File: src/rtl/seq_addsub_pipe.sv
// seq_addsub_pipe
//   Multi-cycle adder/subtractor. Processes CHUNK bits per clock and carries
//   the chunk carry forward in a register, so each cycle has a CHUNK-bit
//   carry chain instead of a WIDTH-bit one. NCHUNK = WIDTH/CHUNK run cycles
//   per operation. WIDTH must be a multiple of CHUNK.
//
//   Handshake (both sides): a transfer happens on a rising edge where
//   valid and ready are both high. in_ready is high only in IDLE and
//   out_valid only in DONE, both decoded from registered state. in_valid
//   outside IDLE and out_ready outside DONE are ignored.
//
// Ports
//   clk, rst     clock, synchronous active-high reset
//   in_valid     operands a, b, cin, sub are valid (sampled at accept only)
//   in_ready     block is IDLE and can accept an operation
//   a, b         WIDTH-bit operands
//   cin          carry-in (borrow-in when sub=1)
//   sub          0: a+b+cin, 1: a-b-cin
//   out_valid    result valid (DONE)
//   out_ready    consumer takes the result
//   sum          result modulo 2^WIDTH
//   cout         carry out of the MSB (for sub=1, 1 means no borrow)
//   ovf          two's-complement overflow
//   busy         state is not IDLE
//   state_dbg    current FSM state (0 IDLE, 1 RUN, 2 DONE) for checkers
module seq_addsub_pipe #(
  parameter int WIDTH = 32,
  parameter int CHUNK = 8
) (
  input  logic             clk,
  input  logic             rst,
  input  logic             in_valid,
  output logic             in_ready,
  input  logic [WIDTH-1:0] a,
  input  logic [WIDTH-1:0] b,
  input  logic             cin,
  input  logic             sub,
  output logic             out_valid,
  input  logic             out_ready,
  output logic [WIDTH-1:0] sum,
  output logic             cout,
  output logic             ovf,
  output logic             busy,
  output logic [1:0]       state_dbg
);

  localparam int NCHUNK = WIDTH / CHUNK;
  localparam int CW     = (NCHUNK > 1) ? $clog2(NCHUNK) : 1;

  typedef enum logic [1:0] {
    IDLE = 2'd0,
    RUN  = 2'd1,
    DONE = 2'd2
  } state_t;

  state_t state, state_nxt;

  logic [CW-1:0]    cnt;
  logic             carry;
  logic [WIDTH-1:0] a_r;
  logic [WIDTH-1:0] b_r;
  logic [WIDTH-1:0] res_r;

  logic [CHUNK:0]   chunk_sum;
  logic [WIDTH-1:0] res_nxt;
  logic             last;
  logic             msb_cin;

  // ---------------- state register ----------------
  always_ff @(posedge clk) begin
    if (rst) state <= IDLE;
    else     state <= state_nxt;
  end

  // ---------------- next-state logic ----------------
  always_comb begin
    state_nxt = state;
    case (state)
      IDLE:    if (in_valid) state_nxt = RUN;
      RUN:     if (last) state_nxt = DONE;
      DONE:    if (out_ready) state_nxt = IDLE;
      default: state_nxt = IDLE;
    endcase
  end

  // ---------------- state-decoded outputs ----------------
  always_comb begin
    in_ready  = (state == IDLE);
    out_valid = (state == DONE);
    busy      = (state != IDLE);
    state_dbg = state;
  end

  // ---------------- chunk datapath ----------------
  // Operand registers shift right by CHUNK each run cycle, so the chunk
  // being processed is always the low CHUNK bits; this is the same chunk
  // that cnt indexes. Result chunks enter at the top of res_r and move
  // down, landing in place after NCHUNK cycles.
  always_comb begin
    chunk_sum = {1'b0, a_r[CHUNK-1:0]} + {1'b0, b_r[CHUNK-1:0]}
              + {{CHUNK{1'b0}}, carry};
    res_nxt   = (res_r >> CHUNK)
              | (WIDTH'(chunk_sum[CHUNK-1:0]) << (WIDTH - CHUNK));
    last      = (cnt == CW'(NCHUNK - 1));
    // On the last chunk the top operand bits are the word MSBs; the carry
    // into the MSB is recovered from its sum bit: s = a ^ b ^ c_in.
    msb_cin   = a_r[CHUNK-1] ^ b_r[CHUNK-1] ^ chunk_sum[CHUNK-1];
  end

  always_ff @(posedge clk) begin
    if (rst) begin
      cnt   <= '0;
      carry <= 1'b0;
      a_r   <= '0;
      b_r   <= '0;
      res_r <= '0;
      sum   <= '0;
      cout  <= 1'b0;
      ovf   <= 1'b0;
    end else begin
      case (state)
        IDLE: begin
          if (in_valid) begin
            a_r   <= a;
            b_r   <= sub ? ~b : b;
            // a - b - cin == a + ~b + ~cin
            carry <= cin ^ sub;
            cnt   <= '0;
          end
        end
        RUN: begin
          a_r   <= a_r >> CHUNK;
          b_r   <= b_r >> CHUNK;
          res_r <= res_nxt;
          carry <= chunk_sum[CHUNK];
          cnt   <= cnt + CW'(1);
          if (last) begin
            sum  <= res_nxt;
            cout <= chunk_sum[CHUNK];
            ovf  <= msb_cin ^ chunk_sum[CHUNK];
          end
        end
        default: ;
      endcase
    end
  end

endmodule

File: config.mk
export PLATFORM = sky130hd
export DESIGN_NAME = seq_addsub_pipe
export DESIGN_NICKNAME = d
export VERILOG_FILES = /design/src/rtl/seq_addsub_pipe.sv
export SDC_FILE = /design/constraint.sdc
export NUM_CORES = 1
export LEC_CHECK = 0
export ABC_AREA = 1
export CORE_MARGIN = 4
export CORE_UTILIZATION = 35
export CTS_CLUSTER_SIZE = 12
export DETAILED_ROUTE_END_ITERATION = 10
export HOLD_SLACK_MARGIN = 0.12
export PLACE_DENSITY = 0.71
export SLEW_MARGIN = 20
export SYNTH_ARGS = -nofsm -noshare
export SYNTH_HDL_FRONTEND = slang
export SYNTH_SLANG_ARGS = --single-unit
File: constraint.sdc
create_clock -name clk -period 1.7 [get_ports clk]
set_input_delay 0.17 -clock clk [delete_from_list [all_inputs] [get_ports clk]]
set_output_delay 0.17 -clock clk [all_outputs]
set_load 0.02 [all_outputs]
==> results of run 1 <==
state kept, by name, indices dropped and copies added (netlist names):
signal / cells
carry: 1
cnt: 2
sum: 32
cout: 1
b_r: 32
a_r: 32
state_dbg: 2
ovf: 1
res_r: 24
worst max-delay path: cells and delay by family, from the launching register on:
kind                       cells  cell delay (ns)
adders and majority gates      2             0.76
and+or+nand+nor                6             0.43
DFF                            1             0.33
buffers and inverters          1             0.05
AOI/OAI and AO/OA              1             0.07
where the power goes:
| part | switching (mW) | total (mW) | internal [mW] |
|---|---|---|---|
| clock | 1.30 | 3.66 | 2.37 |
| combinational | 0.500 | 0.945 | 0.444 |
| sequential | 0.104 | 3.25 | 3.15 |
cells by family (layout without fill, tap and decap cells):
logic type               after synthesis  count (layout)  synth area share (%)
AND/OR/NAND/NOR                      313             313                  22.1
XOR/XNOR                              36              36                  5.65
adder cells (fa/ha/maj)               10              10                  2.51
buffers and inverters                110             222                  8.75
flip-flops                           127             127                  45.6
AO/OA/AOI/OAI                        148             148                  15.4
cell type report:
class | count | share of cell area, %
repair buffers | 127 | 17.4
clock inverters | 11 | 1.84
flip-flops and latches | 127 | 33.8
well taps | 211 | 3.50
clock buffers | 21 | 6.11
multi-input cells | 507 | 34.2
inverters | 63 | 3.17
synth_stat cells, types with 13 or more instances:
cell type / number
nand3_1: 14
a22oi_1: 18
dfxtp_1: 127
nor2_1: 104
xnor2_1: 15
buf_4: 13
o21ai_0: 45
nand2_1: 188
inv_1: 58
clkbuf_1: 13
a31oi_1: 15
a21oi_1: 38
xor2_1: 21
buf_2: 19
how the worst max path moves through the flow:
stage / slack, ns / cells after the start / startpoint / to
3_5_place_dp: -0.09 / 10 / carry / cout
2_1_floorplan: 0.007 / 10 / carry / cout
3_3_place_gp: -0.07 / 10 / carry / ovf
6_report: -0.06 / 10 / carry / cout
4_1_cts: -0.09 / 10 / carry / cout
5_1_grt: -0.18 / 10 / carry / cout
repair_timing:
item | 4_1_cts | 5_1_grt
hold endpoints to repair | 0 | 0
setup buffers | 0 | 1
cloned | 0 | 0
gates resized for setup | 9 | 7
pin swaps | 0 | 1
endpoints found under the setup margin | 12 | 7
per-layer routing:
| metal | wire [um] | vias up | track usage [%] |
|---|---|---|---|
| met5 | 0 | - | 0 |
| met4 | 144 | 0 | 4.58 |
| met3 | 917 | 10 | 5.06 |
| met2 | 6390 | 127 | 25.8 |
| met1 | 6310 | 2218 | 20.4 |
| li1 | - | 2576 | - |
stage by stage:
stage	hold slack, ns	area [um2]
after floorplan	0.318	5580
after global placement	0.446	6900
after detailed placement	0.452	6900
after CTS	0.230	7510
after global routing	0.268	7530
final	0.237	7530
==> results, run 1 <==
- After detailed placement, the design holds a cell count of roughly 1000.
- The count of boundary I/O pins is roughly 110.
- The initialized floorplan defines 45 standard-cell rows.
- The largest incremental delay on the critical path is approximately 0.4 ns.
- Counting the buffers created by CTS gives 17.
- The reg-to-reg endpoint is cout.
- In the final timing run, aggregate negative setup slack is -0.212 ns.
- Counting I/O delays and the setup requirement, the final critical path takes about 1.8 ns.
- After layout, the worst path uses 104% of the clock period.
- Setup repair after global routing could not meet its margin everywhere.
- The first global-routing pass estimated roughly 23000 um of wire.
- Walking the worst path, the cells encountered are fa_2 > fa_2 > nand2_2 > nand2_2 > nand2_4 > nor2_2 > nor2_2 > nand2_1 > o211ai_1 > inv_1.
- The checks that failed: negative setup slack.
- The multi-input combinational cells in the finished layout cover a total of 2580 um2.
- The post-detailed-placement half-perimeter wirelength is a little over 9000 um.
- The worst setup path is launched from a register.
- In the synthesized netlist the dominant register cell turns out to be dfxtp_1.
- The final layout contains between 900 and 1000 nets.
- The number of antenna violations at the first check in global routing is 0.
- At the pin with the least slew margin, the transition time is approximately 0.58 ns.
- Measured in cells, the most critical reg-to-reg path has a length of 10.
- The initial core utilization is between 30 and 40%.
- The detailed router finished its first iteration with 231 violations.
- STA puts the critical path data arrival time at between 2 and 2.5 ns.
- The area share of the largest cell type after synthesis is a little under half.
- In the synthesized netlist the async set-or-reset flop fraction comes to 0%.
- The synthesized design contains 0 enable-type register cells.
- The post-route total power is slightly below 8 mW.
- The count of antenna-violating nets left after detailed routing is 0.
- The top fanout value on the critical path is 3.
- The height of the chip is approximately 130 um.
- Entering global routing, the biggest net connects between 50 and 60 pins.
- The clock latency on the worst-skew pair is ~0.42 ns.
- The routed wirelength normalized by instance count is ~13 um.
- For this block, the via count after detailed routing is around 5000.
- The data required time of the worst path is around 2 ns.
- For this block, the routed nets add up to about 14000 um of wire.
- The launch instance of the worst min-delay path is rst.
- After synthesis, the netlist uses 31 different library cells.
- The synthesis-to-finish area growth is 35.1%.
- In the synthesized netlist, the number of instances is around 740.
- The worst clock skew is 0.0113 ns.
- The number of clock sinks is roughly 130.
- The worst slack at placement is -0.0890 ns.
- The standard cell core area is 15400 um2.
- The count of endpoints failing hold in the final timing report came to 0.
- The clock tree synthesis step divided the H-tree into 4 levels.
- For this design, the slowest cell found on the critical path is fa_2.
- The deepest clock path buffer count is 2.
- In this run the horizontal extent of the chip is approximately 130 um.
- The cell area that synthesis handed to floorplanning was 5580 um2.
- The cell sitting at the root of the clock tree is a clkbuf_16.
- The maximum VDD drop is 0.000953 V.
- The flow ran to the end, but the final reports show violations.
- The worst path setup slack after routing is -0.0605 ns.
- The total congestion overflow is 0.
- After synthesis, flip-flops and latches occupy around 46% of the total area.
- The detail-routed via count per cell is about 4.6.
- The most common library cell in the layout ignoring fill and taps is nand2_1.
- The total routing usage reported by global routing is 15.9%.
- Counting the fill cells in the layout gives between 1500 and 2000.
- The count of non-filler cells in the finished layout is approximately 1100.
- The power per unit of standard cell area is between 1000 and 1500 nW/um2.
- The TritonCTS clock tree is built.
- The worst hold path terminates at res_r[12].
- The library cells used most frequently in the layout, excluding fill and tap cells, are nand2_1 (182), dfxtp_1 (124), clkdlybuf4s50_1 (103), nor2_1 (102), inv_1 (57).
- The first-pass iteration count of the detailed router is 4.
- The static leakage is about 3.3 nW.
- The footprint of the flip-flops and latches is between 2000 and 3000 um2.
- The number of diodes is 0.
- Cells fill 48.8% of the core in the end.
- The worst register-to-register path begins at carry.
- The synthesized area per cell is roughly 7.5 um2.
- The worst setup path is captured at a register.
- The via count of the first global-routing pass is between 4000 and 5000.
- The area of the die is around 18000 um2.
- The final RePlAce weighted congestion is between 0.8 and 0.9.
- The largest total area in the synthesized netlist belongs to dfxtp_1.
- The count of maximum capacitance violations is 0.
- The synthesis warning total is 0.
- The path class of the tightest hold or removal check is in -> reg.
- The headroom to the max-slew limit is between 60% and 70%.
- Synthesis inferred 127 register bits.
- Cells with a size suffix above 1 make up ~9% of the layout.
- The final setup violation count is 5.
- The setup slack of the worst register-to-register path is -0.06 ns.
- For this run, design rule violations remaining after detail routing come to 0.
- The top achievable clock speed is between 500 and 600 MHz.
- After clock tree synthesis, the clock-pin slew on the worst setup and hold paths is about 0.060 ns.
- The critical path is of the reg -> reg type.
- The hold buffer count at CTS is 0.
- The count of buffers inserted at the top-level ports is around 110.
- By area the synthesized netlist is led by dfxtp_1 (46%), nand2_1 (13%), nor2_1 (7.0%).
- The final-report max-slew violation count is 0.
- Along the worst hold path, the cell count comes to 4.
- The number of nets in the synthesized netlist is between 800 and 900.
No activity file was read; power rests on OpenSTA's default activity.
==> run 2: changes to the inputs <==
--- a/config.mk
+++ b/config.mk
@@ -8,7 +8,7 @@
 export ABC_AREA = 1
 export CORE_MARGIN = 4
 export CORE_UTILIZATION = 35
-export CTS_CLUSTER_SIZE = 12
+export CTS_CLUSTER_SIZE = 14
 export DETAILED_ROUTE_END_ITERATION = 10
 export HOLD_SLACK_MARGIN = 0.12
 export PLACE_DENSITY = 0.71
==> results of run 2 <==
The final DEF is identical to that of run 1; final timing and power are the same.
